`config.mk`:
```
export PLATFORM = sky130hd
export DESIGN_NAME = alu_issue_unit
export DESIGN_NICKNAME = d
export VERILOG_FILES = /design/src/rtl/alu_pkg.sv /design/src/rtl/regfile_2r1w.sv /design/src/rtl/alu_issue_unit.sv
export SDC_FILE = /design/constraint.sdc
export NUM_CORES = 2
export LEC_CHECK = 0
export CORE_MARGIN = 1.5
export CORE_UTILIZATION = 60
export CTS_CLUSTER_DIAMETER = 60
export CTS_CLUSTER_SIZE = 12
export DETAILED_ROUTE_END_ITERATION = 8
export GPL_TIMING_DRIVEN = 0
export PLACE_DENSITY = 0.8
export SLEW_MARGIN = 15
export SYNTH_ARGS = -nofsm -noshare
export SYNTH_HDL_FRONTEND = slang
export SYNTH_HIERARCHICAL = 1
export SYNTH_SLANG_ARGS = --single-unit
```
`constraint.sdc`:
```
create_clock -name clk -period 5.7 [get_ports clk]
set_clock_uncertainty 0.1 [all_clocks]
set_input_delay 1.425 -clock clk [delete_from_list [all_inputs] [get_ports clk]]
set_output_delay 1.425 -clock clk [all_outputs]
set_load 0.01 [all_outputs]
```
`src/rtl/alu_pkg.sv`:
```
// Shared encodings for the ALU issue unit: MIPS opcode/funct values,
// ALU flag bit positions and FSM state encoding.
package alu_pkg;

  // Primary opcodes (instr[31:26])
  localparam logic [5:0] OP_RTYPE = 6'h00;
  localparam logic [5:0] OP_BEQ   = 6'h04;
  localparam logic [5:0] OP_BNE   = 6'h05;
  localparam logic [5:0] OP_ADDI  = 6'h08;
  localparam logic [5:0] OP_LW    = 6'h23;
  localparam logic [5:0] OP_SW    = 6'h2B;

  // R-type function codes (instr[5:0])
  localparam logic [5:0] FN_ADD   = 6'h20;
  localparam logic [5:0] FN_SUB   = 6'h22;

  // ALU flag bit indices
  localparam int unsigned FLG_ZERO = 2;
  localparam int unsigned FLG_NEG  = 1;
  localparam int unsigned FLG_OVF  = 0;

  // FSM state encoding
  localparam logic [1:0] IDLE   = 2'd0;
  localparam logic [1:0] READ   = 2'd1;
  localparam logic [1:0] EXEC   = 2'd2;
  localparam logic [1:0] RETIRE = 2'd3;

  // Signed-overflow-trapping ops: add, sub, addi
  function automatic logic is_trap_op(input logic [31:0] instr);
    return ((instr[31:26] == OP_RTYPE) &&
            ((instr[5:0] == FN_ADD) || (instr[5:0] == FN_SUB))) ||
           (instr[31:26] == OP_ADDI);
  endfunction

  // Destination register: rd for R-type, rt otherwise
  function automatic logic [4:0] dest_reg(input logic [31:0] instr);
    return (instr[31:26] == OP_RTYPE) ? instr[15:11] : instr[20:16];
  endfunction

endpackage

```
`src/rtl/regfile_2r1w.sv`:
```
// 32 x DATA_W register file, async active-low reset.
// Ports:
//   clk_i, rst_ni               clock / async active-low reset
//   wb_we_i/wb_addr_i/wb_data_i writeback port (wins over cfg on same address)
//   cfg_we_i/cfg_addr_i/cfg_data_i preload port
//   ra_addr_i/ra_data_o         combinational read port A
//   rb_addr_i/rb_data_o         combinational read port B
// R0 always reads zero and is never written.
module regfile_2r1w #(
  parameter int unsigned DATA_W = 32
) (
  input  logic              clk_i,
  input  logic              rst_ni,
  input  logic              wb_we_i,
  input  logic [4:0]        wb_addr_i,
  input  logic [DATA_W-1:0] wb_data_i,
  input  logic              cfg_we_i,
  input  logic [4:0]        cfg_addr_i,
  input  logic [DATA_W-1:0] cfg_data_i,
  input  logic [4:0]        ra_addr_i,
  output logic [DATA_W-1:0] ra_data_o,
  input  logic [4:0]        rb_addr_i,
  output logic [DATA_W-1:0] rb_data_o
);

  logic [DATA_W-1:0] mem_q [32];

  always_ff @(posedge clk_i or negedge rst_ni) begin
    if (!rst_ni) begin
      for (int unsigned i = 0; i < 32; i++) mem_q[i] <= '0;
    end else begin
      // Both ports may write different registers in the same cycle.
      for (int unsigned i = 1; i < 32; i++) begin
        if (wb_we_i && (wb_addr_i == 5'(i)))
          mem_q[i] <= wb_data_i;
        else if (cfg_we_i && (cfg_addr_i == 5'(i)))
          mem_q[i] <= cfg_data_i;
      end
    end
  end

  assign ra_data_o = (ra_addr_i == 5'd0) ? '0 : mem_q[ra_addr_i];
  assign rb_data_o = (rb_addr_i == 5'd0) ? '0 : mem_q[rb_addr_i];

endmodule

```
`src/rtl/alu_issue_unit.sv`:
```
// ALU issue unit: accepts one MIPS instruction per handshake, reads rs/rt,
// drives a combinational ALU, samples result/flags after ALU_LAT cycles and
// retires (writeback, overflow trap, branch decision or memory request).
// Ports:
//   clk, rst_n                      clock / async active-low reset
//   in_valid/in_ready/in_instr      instruction handshake
//   alu_instr/alu_reg_a/alu_reg_b   registered ALU inputs
//   alu_result/alu_flags            ALU outputs ([2]=zero [1]=neg [0]=ovf)
//   cfg_we/cfg_addr/cfg_wdata       register preload
//   wb_valid/wb_addr/wb_data        writeback pulse
//   ovf_trap, branch_taken          retire pulses
//   mem_req/mem_we/mem_addr/mem_wdata memory request pulse
//   retired_cnt                     retired-instruction counter (wrapping)
module alu_issue_unit
  import alu_pkg::*;
#(
  parameter int unsigned DATA_W  = 32,
  parameter int unsigned ALU_LAT = 1,
  parameter int unsigned CNT_W   = 16
) (
  input  logic              clk,
  input  logic              rst_n,
  input  logic              in_valid,
  output logic              in_ready,
  input  logic [31:0]       in_instr,
  output logic [31:0]       alu_instr,
  output logic [DATA_W-1:0] alu_reg_a,
  output logic [DATA_W-1:0] alu_reg_b,
  input  logic [DATA_W-1:0] alu_result,
  input  logic [2:0]        alu_flags,
  input  logic              cfg_we,
  input  logic [4:0]        cfg_addr,
  input  logic [DATA_W-1:0] cfg_wdata,
  output logic              wb_valid,
  output logic [4:0]        wb_addr,
  output logic [DATA_W-1:0] wb_data,
  output logic              ovf_trap,
  output logic              branch_taken,
  output logic              mem_req,
  output logic              mem_we,
  output logic [DATA_W-1:0] mem_addr,
  output logic [DATA_W-1:0] mem_wdata,
  output logic [CNT_W-1:0]  retired_cnt
);

  localparam int unsigned LAT_W = (ALU_LAT > 1) ? $clog2(ALU_LAT) : 1;

  logic [1:0]        state_q, state_d;
  logic [31:0]       instr_q, instr_d;
  logic [LAT_W-1:0]  lat_q, lat_d;
  logic [31:0]       alu_instr_q, alu_instr_d;
  logic [DATA_W-1:0] reg_a_q, reg_a_d, reg_b_q, reg_b_d;
  logic              wb_valid_q, wb_valid_d;
  logic [4:0]        wb_addr_q, wb_addr_d;
  logic [DATA_W-1:0] wb_data_q, wb_data_d;
  logic              ovf_q, ovf_d, br_q, br_d;
  logic              mreq_q, mreq_d, mwe_q, mwe_d;
  logic [DATA_W-1:0] maddr_q, maddr_d, mwdata_q, mwdata_d;
  logic [CNT_W-1:0]  cnt_q, cnt_d;
  logic [DATA_W-1:0] rf_a, rf_b;
  logic [5:0]        opcode;

  // Zero/negative flags are not needed for any retire decision.
  logic unused_flags;
  assign unused_flags = ^alu_flags[FLG_ZERO:FLG_NEG];

  regfile_2r1w #(.DATA_W(DATA_W)) u_rf (
    .clk_i      (clk),
    .rst_ni     (rst_n),
    .wb_we_i    (wb_valid_q),
    .wb_addr_i  (wb_addr_q),
    .wb_data_i  (wb_data_q),
    .cfg_we_i   (cfg_we),
    .cfg_addr_i (cfg_addr),
    .cfg_data_i (cfg_wdata),
    .ra_addr_i  (instr_q[25:21]),
    .ra_data_o  (rf_a),
    .rb_addr_i  (instr_q[20:16]),
    .rb_data_o  (rf_b)
  );

  assign opcode = alu_instr_q[31:26];

  always_comb begin
    state_d     = state_q;
    instr_d     = instr_q;
    lat_d       = lat_q;
    alu_instr_d = alu_instr_q;
    reg_a_d     = reg_a_q;
    reg_b_d     = reg_b_q;
    wb_valid_d  = 1'b0;
    wb_addr_d   = wb_addr_q;
    wb_data_d   = wb_data_q;
    ovf_d       = 1'b0;
    br_d        = 1'b0;
    mreq_d      = 1'b0;
    mwe_d       = mwe_q;
    maddr_d     = maddr_q;
    mwdata_d    = mwdata_q;
    cnt_d       = cnt_q;

    case (state_q)
      IDLE: begin
        if (in_valid) begin
          instr_d = in_instr;
          state_d = READ;
        end
      end
      READ: begin
        alu_instr_d = instr_q;
        reg_a_d     = rf_a;
        reg_b_d     = rf_b;
        lat_d       = '0;
        state_d     = EXEC;
      end
      EXEC: begin
        // Retire outputs are registered on the last EXEC edge so they appear
        // as one-cycle pulses during RETIRE.
        if (lat_q == LAT_W'(ALU_LAT - 1)) begin
          state_d = RETIRE;
          if ((opcode == OP_BEQ) || (opcode == OP_BNE)) begin
            br_d = alu_result[0];
          end else if ((opcode == OP_LW) || (opcode == OP_SW)) begin
            mreq_d   = 1'b1;
            mwe_d    = (opcode == OP_SW);
            maddr_d  = alu_result;
            mwdata_d = reg_b_q;
          end else if (is_trap_op(alu_instr_q) && alu_flags[FLG_OVF]) begin
            ovf_d = 1'b1;
          end else begin
            wb_valid_d = 1'b1;
            wb_addr_d  = dest_reg(alu_instr_q);
            wb_data_d  = alu_result;
          end
        end else begin
          lat_d = lat_q + 1'b1;
        end
      end
      RETIRE: begin
        cnt_d   = cnt_q + 1'b1;
        state_d = IDLE;
      end
      default: state_d = IDLE;
    endcase
  end

  always_ff @(posedge clk or negedge rst_n) begin
    if (!rst_n) begin
      state_q     <= IDLE;
      instr_q     <= '0;
      lat_q       <= '0;
      alu_instr_q <= '0;
      reg_a_q     <= '0;
      reg_b_q     <= '0;
      wb_valid_q  <= 1'b0;
      wb_addr_q   <= '0;
      wb_data_q   <= '0;
      ovf_q       <= 1'b0;
      br_q        <= 1'b0;
      mreq_q      <= 1'b0;
      mwe_q       <= 1'b0;
      maddr_q     <= '0;
      mwdata_q    <= '0;
      cnt_q       <= '0;
    end else begin
      state_q     <= state_d;
      instr_q     <= instr_d;
      lat_q       <= lat_d;
      alu_instr_q <= alu_instr_d;
      reg_a_q     <= reg_a_d;
      reg_b_q     <= reg_b_d;
      wb_valid_q  <= wb_valid_d;
      wb_addr_q   <= wb_addr_d;
      wb_data_q   <= wb_data_d;
      ovf_q       <= ovf_d;
      br_q        <= br_d;
      mreq_q      <= mreq_d;
      mwe_q       <= mwe_d;
      maddr_q     <= maddr_d;
      mwdata_q    <= mwdata_d;
      cnt_q       <= cnt_d;
    end
  end

  assign in_ready     = (state_q == IDLE);
  assign alu_instr    = alu_instr_q;
  assign alu_reg_a    = reg_a_q;
  assign alu_reg_b    = reg_b_q;
  assign wb_valid     = wb_valid_q;
  assign wb_addr      = wb_addr_q;
  assign wb_data      = wb_data_q;
  assign ovf_trap     = ovf_q;
  assign branch_taken = br_q;
  assign mem_req      = mreq_q;
  assign mem_we       = mwe_q;
  assign mem_addr     = maddr_q;
  assign mem_wdata    = mwdata_q;
  assign retired_cnt  = cnt_q;

endmodule
```
After elaboration in Yosys (flattened, before gate mapping)
Cells that the tools add are included.
- reduce and logical (&&, ||, !) cells: 108
- muxes and demuxes: 93
- equality and inequality tests: 74
- order comparisons: 2
- bitwise logic cells: 6
- add/subtract/negate cells: 2
- operators with widths (cell ; number):
    32-bit two-way mux ; 68
    32-bit binary-select mux with 5-bit select ; 2
    5-bit == test (second input constant) ; 32
    5-bit by 4-bit == test with 1-bit output (second input constant) ; 16
    1-bit logical AND ; 64
    2-bit nonzero test ; 32
    5-bit by 3-bit == test with 1-bit output (second input constant) ; 8
    6-bit == test (second input constant) ; 4
    5-bit by 2-bit == test with 1-bit output (second input constant) ; 4
    1-bit two-way mux ; 18
    16-bit by 1-bit adder with 16-bit output (second input constant) ; 1
    6-bit by 3-bit == test with 1-bit output (second input constant) ; 2
    6-bit greater-or-equal comparator (second input constant) ; 2
    5-bit NOT with 6-bit output ; 2
    5-bit by 1-bit == test with 1-bit output (second input constant) ; 2
    5-bit logical NOT ; 2
    2-bit one-hot mux with 4 select lines ; 1
    6-bit by 4-bit == test with 1-bit output (second input constant) ; 1
    6-bit logical NOT ; 1
    5-bit two-way mux ; 1
    5-bit AND reduction ; 1
    2-bit == test (second input constant) ; 2
    1-bit logical OR ; 4
    2-bit two-way mux ; 2
    other kinds (8) ; 13
- logic and storage cells: 332
- input bits: 108
- register bits after elaboration: 1245
- output and inout bits: 219

Longest topological paths before layout
- depth after elaboration: 10
- depth in mapped cells: 10

Modules after synthesis
The synthesis kept the hierarchy.
- modules (own cells, without submodules) (module ; cells each ; area an instance (sq um) ; sequential area each (sq um) ; instances):
    regfile_2r1w ; 6394 ; 62392.3 ; 24823.8 ; 1
    alu_issue_unit ; 588 ; 9567.9 ; 6306.0 ; 1

Least setup slack after synthesis
No wires, ideal clock.
- path kind: input-to-reg
- start: input alu_flags[0]
- end: register wb_addr_q[0] (netlist: wb_addr[0])
- slack: 2.814 ns
- required time: 5.472 ns
- cell stages on the path: 5
- data arrival time: 2.658 ns
- path through: or4b_4 > o211ai_2 > buf_6 > buf_6 > mux2_1
- cells in the longest elaborated chain, start to end: 3
- RTL lines (element ; line ; RTL):
    from (decl) ; alu_issue_unit.sv:30 ; input logic [2:0] alu_flags,
    1-bit logical AND ; alu_issue_unit.sv:128 ; end else if (is_trap_op(alu_instr_q) && alu_flags[FLG_OVF]) begin
    1-bit NOT (no line) ; - ;
    5-bit AND reduction (no line) ; - ;
    to (signal assigned) ; alu_issue_unit.sv:173 ; wb_addr_q <= wb_addr_d;
    to (decl) ; alu_issue_unit.sv:54 ; logic [4:0] wb_addr_q, wb_addr_d;
No other way between the ends.
A chain may end at the register's enable or synchronous reset.

Worst setup path in the final report
- start: register instr_q[22]
- end: register reg_a_q[18] (netlist: alu_reg_a[18])
- cells in the longest elaborated chain, start to end: 5
- elaborated cells between the ends (all ways): 6
- RTL lines (element ; line ; RTL):
    from (decl) ; alu_issue_unit.sv:49 ; logic [31:0] instr_q, instr_d;
    from (signal assigned) ; alu_issue_unit.sv:167 ; instr_q <= instr_d;
    5-bit NOT with 6-bit output (implied by the code) ; regfile_2r1w.sv:42 ; assign ra_data_o = (ra_addr_i == 5'd0) ? '0 : mem_q[ra_addr_i];
    32-bit binary-select mux with 5-bit select ; regfile_2r1w.sv:42 ;
    32-bit two-way mux (implied by the code) (2 in a row) ; regfile_2r1w.sv:42 ;
    32-bit two-way mux * ; regfile_2r1w.sv:42 ;
    net rf_a[18] ; alu_issue_unit.sv:60 ; logic [DATA_W-1:0] rf_a, rf_b;
    to (signal assigned) ; alu_issue_unit.sv:170 ; reg_a_q <= reg_a_d;
    to (decl) ; alu_issue_unit.sv:52 ; logic [DATA_W-1:0] reg_a_q, reg_a_d, reg_b_q, reg_b_d;
The timed path passes the listed nets; every way through them passes the cells marked *. The select of a mux whose other input is x is not followed.

==> summary.md <==
| Metric | Value |
|---|---|
| Clock root buffer | sky130_fd_sc_hd__clkbuf_16 |
| Status | complete, but fails checks |
| Overflow left after global routing | 0 |
| Adder and majority gate portion of the synthesized area | 0.0869% |
| Count of synthesis-stage warnings from yosys | 70 |
| Remaining DRCs | 16 |
| CP Launch Point | instr_q[22] |
| Worst path cell trace | buf_2, buf_4, buf_4, nand2_1, clkbuf_1, o22ai_1, nor3_1, a211oi_1, mux2_2 |
| Required time of the critical path | roughly 6300 ps |
| Worst Path Class, Setup | register to register |
| Failing checks | design-rule violations, max-capacitance violations, max-slew violations |
| Hold Violations, Final | 0 |
| Critical Path Source Type | register |
| Core Area | 0.119 mm^2 |
| Share of synthesized flip-flops with an asynchronous set or reset | 100% |
| Synth top area share | 43.3% |
| Leakage power total | 35.3 nW |
| Combinational group share of total power | 51.7% |
| Commonest non-fill, non-tap cells in the layout | 1569 x sky130_fd_sc_hd__mux2i_1, 1244 x sky130_fd_sc_hd__dfrtp_1, 545 x sky130_fd_sc_hd__a21oi_1 |
| Detail Placement HPWL | 246 mm |
| Number of gates on the worst path with buffers counted | 9 |
| DIE AREA | 0.122 mm^2 |
| Setup repair after global routing missed its margin | no |
| Number of antenna violations at the first check in global routing | 23 |
| FF+latch count, synth | about 1200 |
| Critical register-to-register path endpoint | alu_reg_a[18] |
| Top flip-flop cell by instance count after synthesis | sky130_fd_sc_hd__dfrtp_1 |
| Post-CTS setup-driven buffer insertion count | 0 |
| Sw Pwr | 25.3 mW |
| Register clock-pin slew on the reported worst setup and hold paths | ~70 ps |
| Total Negative Setup Slacks | 0 ps |
| Pin slew with the least headroom to its limit | 1530 ps |
| Gate count of the mapped netlist | 6982 |
| First-pass iteration count of the detailed router | 9 |
| Post-synthesis simple-gate area fraction | about 8.2% |
| Maximum achievable frequency | 209 MHz |
| Synth-to-layout area growth | 13.8% |
| Synth Area in Compound Gates | between 10% and 20% |
| Most frequent standard cell in the layout excluding fill and tap cells | sky130_fd_sc_hd__mux2i_1 |
| Chip width | between 300 and 400 um |
| Internal | 29.1 mW |
| Clock latency reported for the late side of the worst-skew pair | 800 ps |
| Cell type with the largest total area after synthesis | sky130_fd_sc_hd__dfrtp_1 |
| Post-synthesis mux area share | 31.5% |
| Ratio of routed vias to standard cells | 7.40 |
| Clock share of power | 16.5% |
| Resized cells post-CTS | 0 |
| Via count of the first global-routing pass | 64200 |
| Cell family with most CP delay | buffers and inverters |
| Nets in the synthesized netlist | 7095 |
| Logic depth of the worst register-to-register path | 9 |
| Number of buffers added by the clock tree synthesis step | 137 |
| Overall die height | ~350 um |
| Most used cell along the critical path | sky130_fd_sc_hd__buf_4 |
| Starting DRC count in detailed routing | 13600 |
| Crit path capture | alu_reg_a[18] |
| Buffers plus inverters on the worst setup path | 4 |
| Number of hold buffers added after CTS | 0 |
| Avg Inst Size Synth | 10.3 um^2 |
| Kind of end point of the critical path | register |
| Final RePlAce weighted congestion | 1.13 |
| Longest Clk Path Bufs | 3 |
| Maximum number of pins on one net before global-route repair | between 150 and 200 |
| Vias | ~68000 |
| Crit-path slowest cell | sky130_fd_sc_hd__clkbuf_1 |
| I/O pin count | 327 |
| Relative max-transition margin | -2.82% |
| Top area cells in the synthesized netlist | sky130_fd_sc_hd__dfrtp_1 43%, sky130_fd_sc_hd__mux2i_1 22%, sky130_fd_sc_hd__mux2_2 5.4%, sky130_fd_sc_hd__mux4_2 4.0%, sky130_fd_sc_hd__a21oi_1 3.8% |
| Post-synthesis xor/xnor area fraction | 0.183% |
| Sequential element share of the synthesized area | 43.3% |
| Tmin final | 4770 ps |
| Critical Path Max Stage Delay | 1090 ps |
| Row cnt | 126 |
| Initial cell density of the core | 60.7% |
| Fraction of layout instances using a drive strength above 1 | 13.0% |
| Min-Delay Path Depth | 1 |
| Netlist area before placement | 0.0720 mm^2 |
| Routed Antenna Nets | 0 |
| Maximum fanout along the worst path | 10 |
| Count of cell types in the netlist | 60 |
| Sequential group share of total power | 31.8% |
| Total power divided by cell area | 664 mW/mm^2 |
| Worst IR drop on VDD | 0.417 mV |
| Filler cells | 9407 |
| Period Utilization, post-route | roughly 84% |
| # setup viols final | 0 |
| Port bufs | 324 |
| Total power draw | 54.4 mW |
| H-tree depth | 4 |
| TritonCTS Sinks | 1244 |
| Routed len/inst | 37.5 um |
| Arrival time at the worst endpoint | 5360 ps |
| Global-route wire length before repair | 474 mm |
| TritonCTS clock tree | done |
| Setup slack, reg-to-reg | 930 ps |
| Final Net Count | approximately 7600 |
| Switching share of power | a little under half |
| Dominant combinational cell family by area after synthesis | multiplexers |
| Final-report max-slew violation count | 2 |
| Wire length after detailed routing | 343 mm |
| Post-Route Utilization | between 60 and 70% |
| Class of the tightest hold or removal check | register to register |
| Overall global routing resource usage | 55.2% |
| RR Startpoint | instr_q[22] |
| Number of flops mapped to enable cells by yosys | 0 |
| Number of max-cap violations | 1 |
stage by stage:
step | std cells | instance area (um^2) | setup slack, ps | hold WS, ps
2_1_floorplan | 6982 | 72000 | 2810 | 348
3_3_place_gp | 8906 | 77200 | -54630 | 357
3_5_place_dp | 8917 | 77500 | 1290 | 359
4_1_cts | 9125 | 81800 | 1560 | 369
5_1_grt | 9127 | 81900 | 1210 | 379
6_report | 9136 | 81900 | 926 | 364
per-layer routing:
metal / global-route usage [%] / vias to the layer above / routed length (um)
met5: 3.81 / - / 882
li1: - / 26200 / -
met4: 38.4 / 42 / 30500
met3: 31.0 / 1795 / 63200
met1: 67.4 / 32900 / 117000
met2: 72.6 / 6706 / 132000
how the worst min path moves through the flow:
| stage | start | end | slack [ps] |
|---|---|---|---|
| 5_1_grt | retired_cnt[15] | retired_cnt[15] | 380 |
| 3_5_place_dp | retired_cnt[15] | retired_cnt[15] | 360 |
| 3_3_place_gp | retired_cnt[15] | retired_cnt[15] | 360 |
| 6_report | retired_cnt[15] | retired_cnt[15] | 360 |
| 4_1_cts | retired_cnt[15] | retired_cnt[15] | 370 |
| 2_1_floorplan | instr_q[28] | alu_instr[28] | 350 |
area by class of cell:
type	count	area (um^2)	area share [%]
multi-input cells	4966	37300	45.6
clock buffers	172	3860	4.71
plain buffers	764	3510	4.28
inverters	8	30.0	0.0367
flip-flops and latches	1244	31100	38.0
diodes	10	25.0	0.0306
well taps	1600	2000	2.44
repair buffers	336	3540	4.32
clock inverters	36	454	0.555
sequential cells by signal, indices dropped and copies added, names as in the netlist, 32 cells and up:
name	count
u_rf/mem_q	992
alu_reg_a	32
alu_instr	32
mem_addr	32
alu_reg_b	32
mem_wdata	32
wb_data	32
instr_q	32
power by group through the flow:
stage | clock, mW | sequential [mW] | combinational [mW]
2_1_floorplan | 0 | 15.9 | 15.8
3_3_place_gp | 0 | 16.9 | 25.6
3_5_place_dp | 0 | 17.0 | 26.1
4_1_cts | 8.95 | 16.9 | 26.2
5_1_grt | 9.31 | 17.5 | 28.4
6_report | 8.99 | 17.3 | 28.1
cell usage after synthesis (5+ instances only):
master and n:
sky130_fd_sc_hd__mux2i_1 1569, sky130_fd_sc_hd__dfrtp_1 1244, sky130_fd_sc_hd__a21oi_1 545, sky130_fd_sc_hd__nor2_1 536
sky130_fd_sc_hd__nand2_1 518, sky130_fd_sc_hd__clkbuf_1 482, sky130_fd_sc_hd__o21ai_0 473, sky130_fd_sc_hd__mux2_2 343
sky130_fd_sc_hd__o22ai_1 287, sky130_fd_sc_hd__buf_2 173, sky130_fd_sc_hd__nor3_1 131, sky130_fd_sc_hd__mux4_2 128
sky130_fd_sc_hd__a22oi_1 64, sky130_fd_sc_hd__a211oi_1 63, sky130_fd_sc_hd__buf_4 61, sky130_fd_sc_hd__nor2b_1 46
sky130_fd_sc_hd__nor4_1 34, sky130_fd_sc_hd__or3_1 34, sky130_fd_sc_hd__a221o_1 32, sky130_fd_sc_hd__a221oi_1 31
sky130_fd_sc_hd__buf_1 27, sky130_fd_sc_hd__mux2_1 19, sky130_fd_sc_hd__buf_6 15, sky130_fd_sc_hd__nand2b_1 12
sky130_fd_sc_hd__o21ai_1 10, sky130_fd_sc_hd__nand3_1 9, sky130_fd_sc_hd__inv_1 8, sky130_fd_sc_hd__xor2_1 8
sky130_fd_sc_hd__xnor2_1 7, sky130_fd_sc_hd__buf_8 6, sky130_fd_sc_hd__nor2_2 6, sky130_fd_sc_hd__or2_2 6
sky130_fd_sc_hd__ha_1 5, sky130_fd_sc_hd__nand4_1 5
cells by family (layout without fill, tap and decap cells):
kind of cell | Yosys count | after routing
compound gates | 1510 | 1510
xor+xnor | 15 | 15
fa+ha+maj | 5 | 5
buf+inv | 772 | 1316
flops | 1244 | 1244
mux | 2059 | 2059
other cells | 0 | 10
simple gates | 1377 | 1377
(Power assumes the default switching activity.)
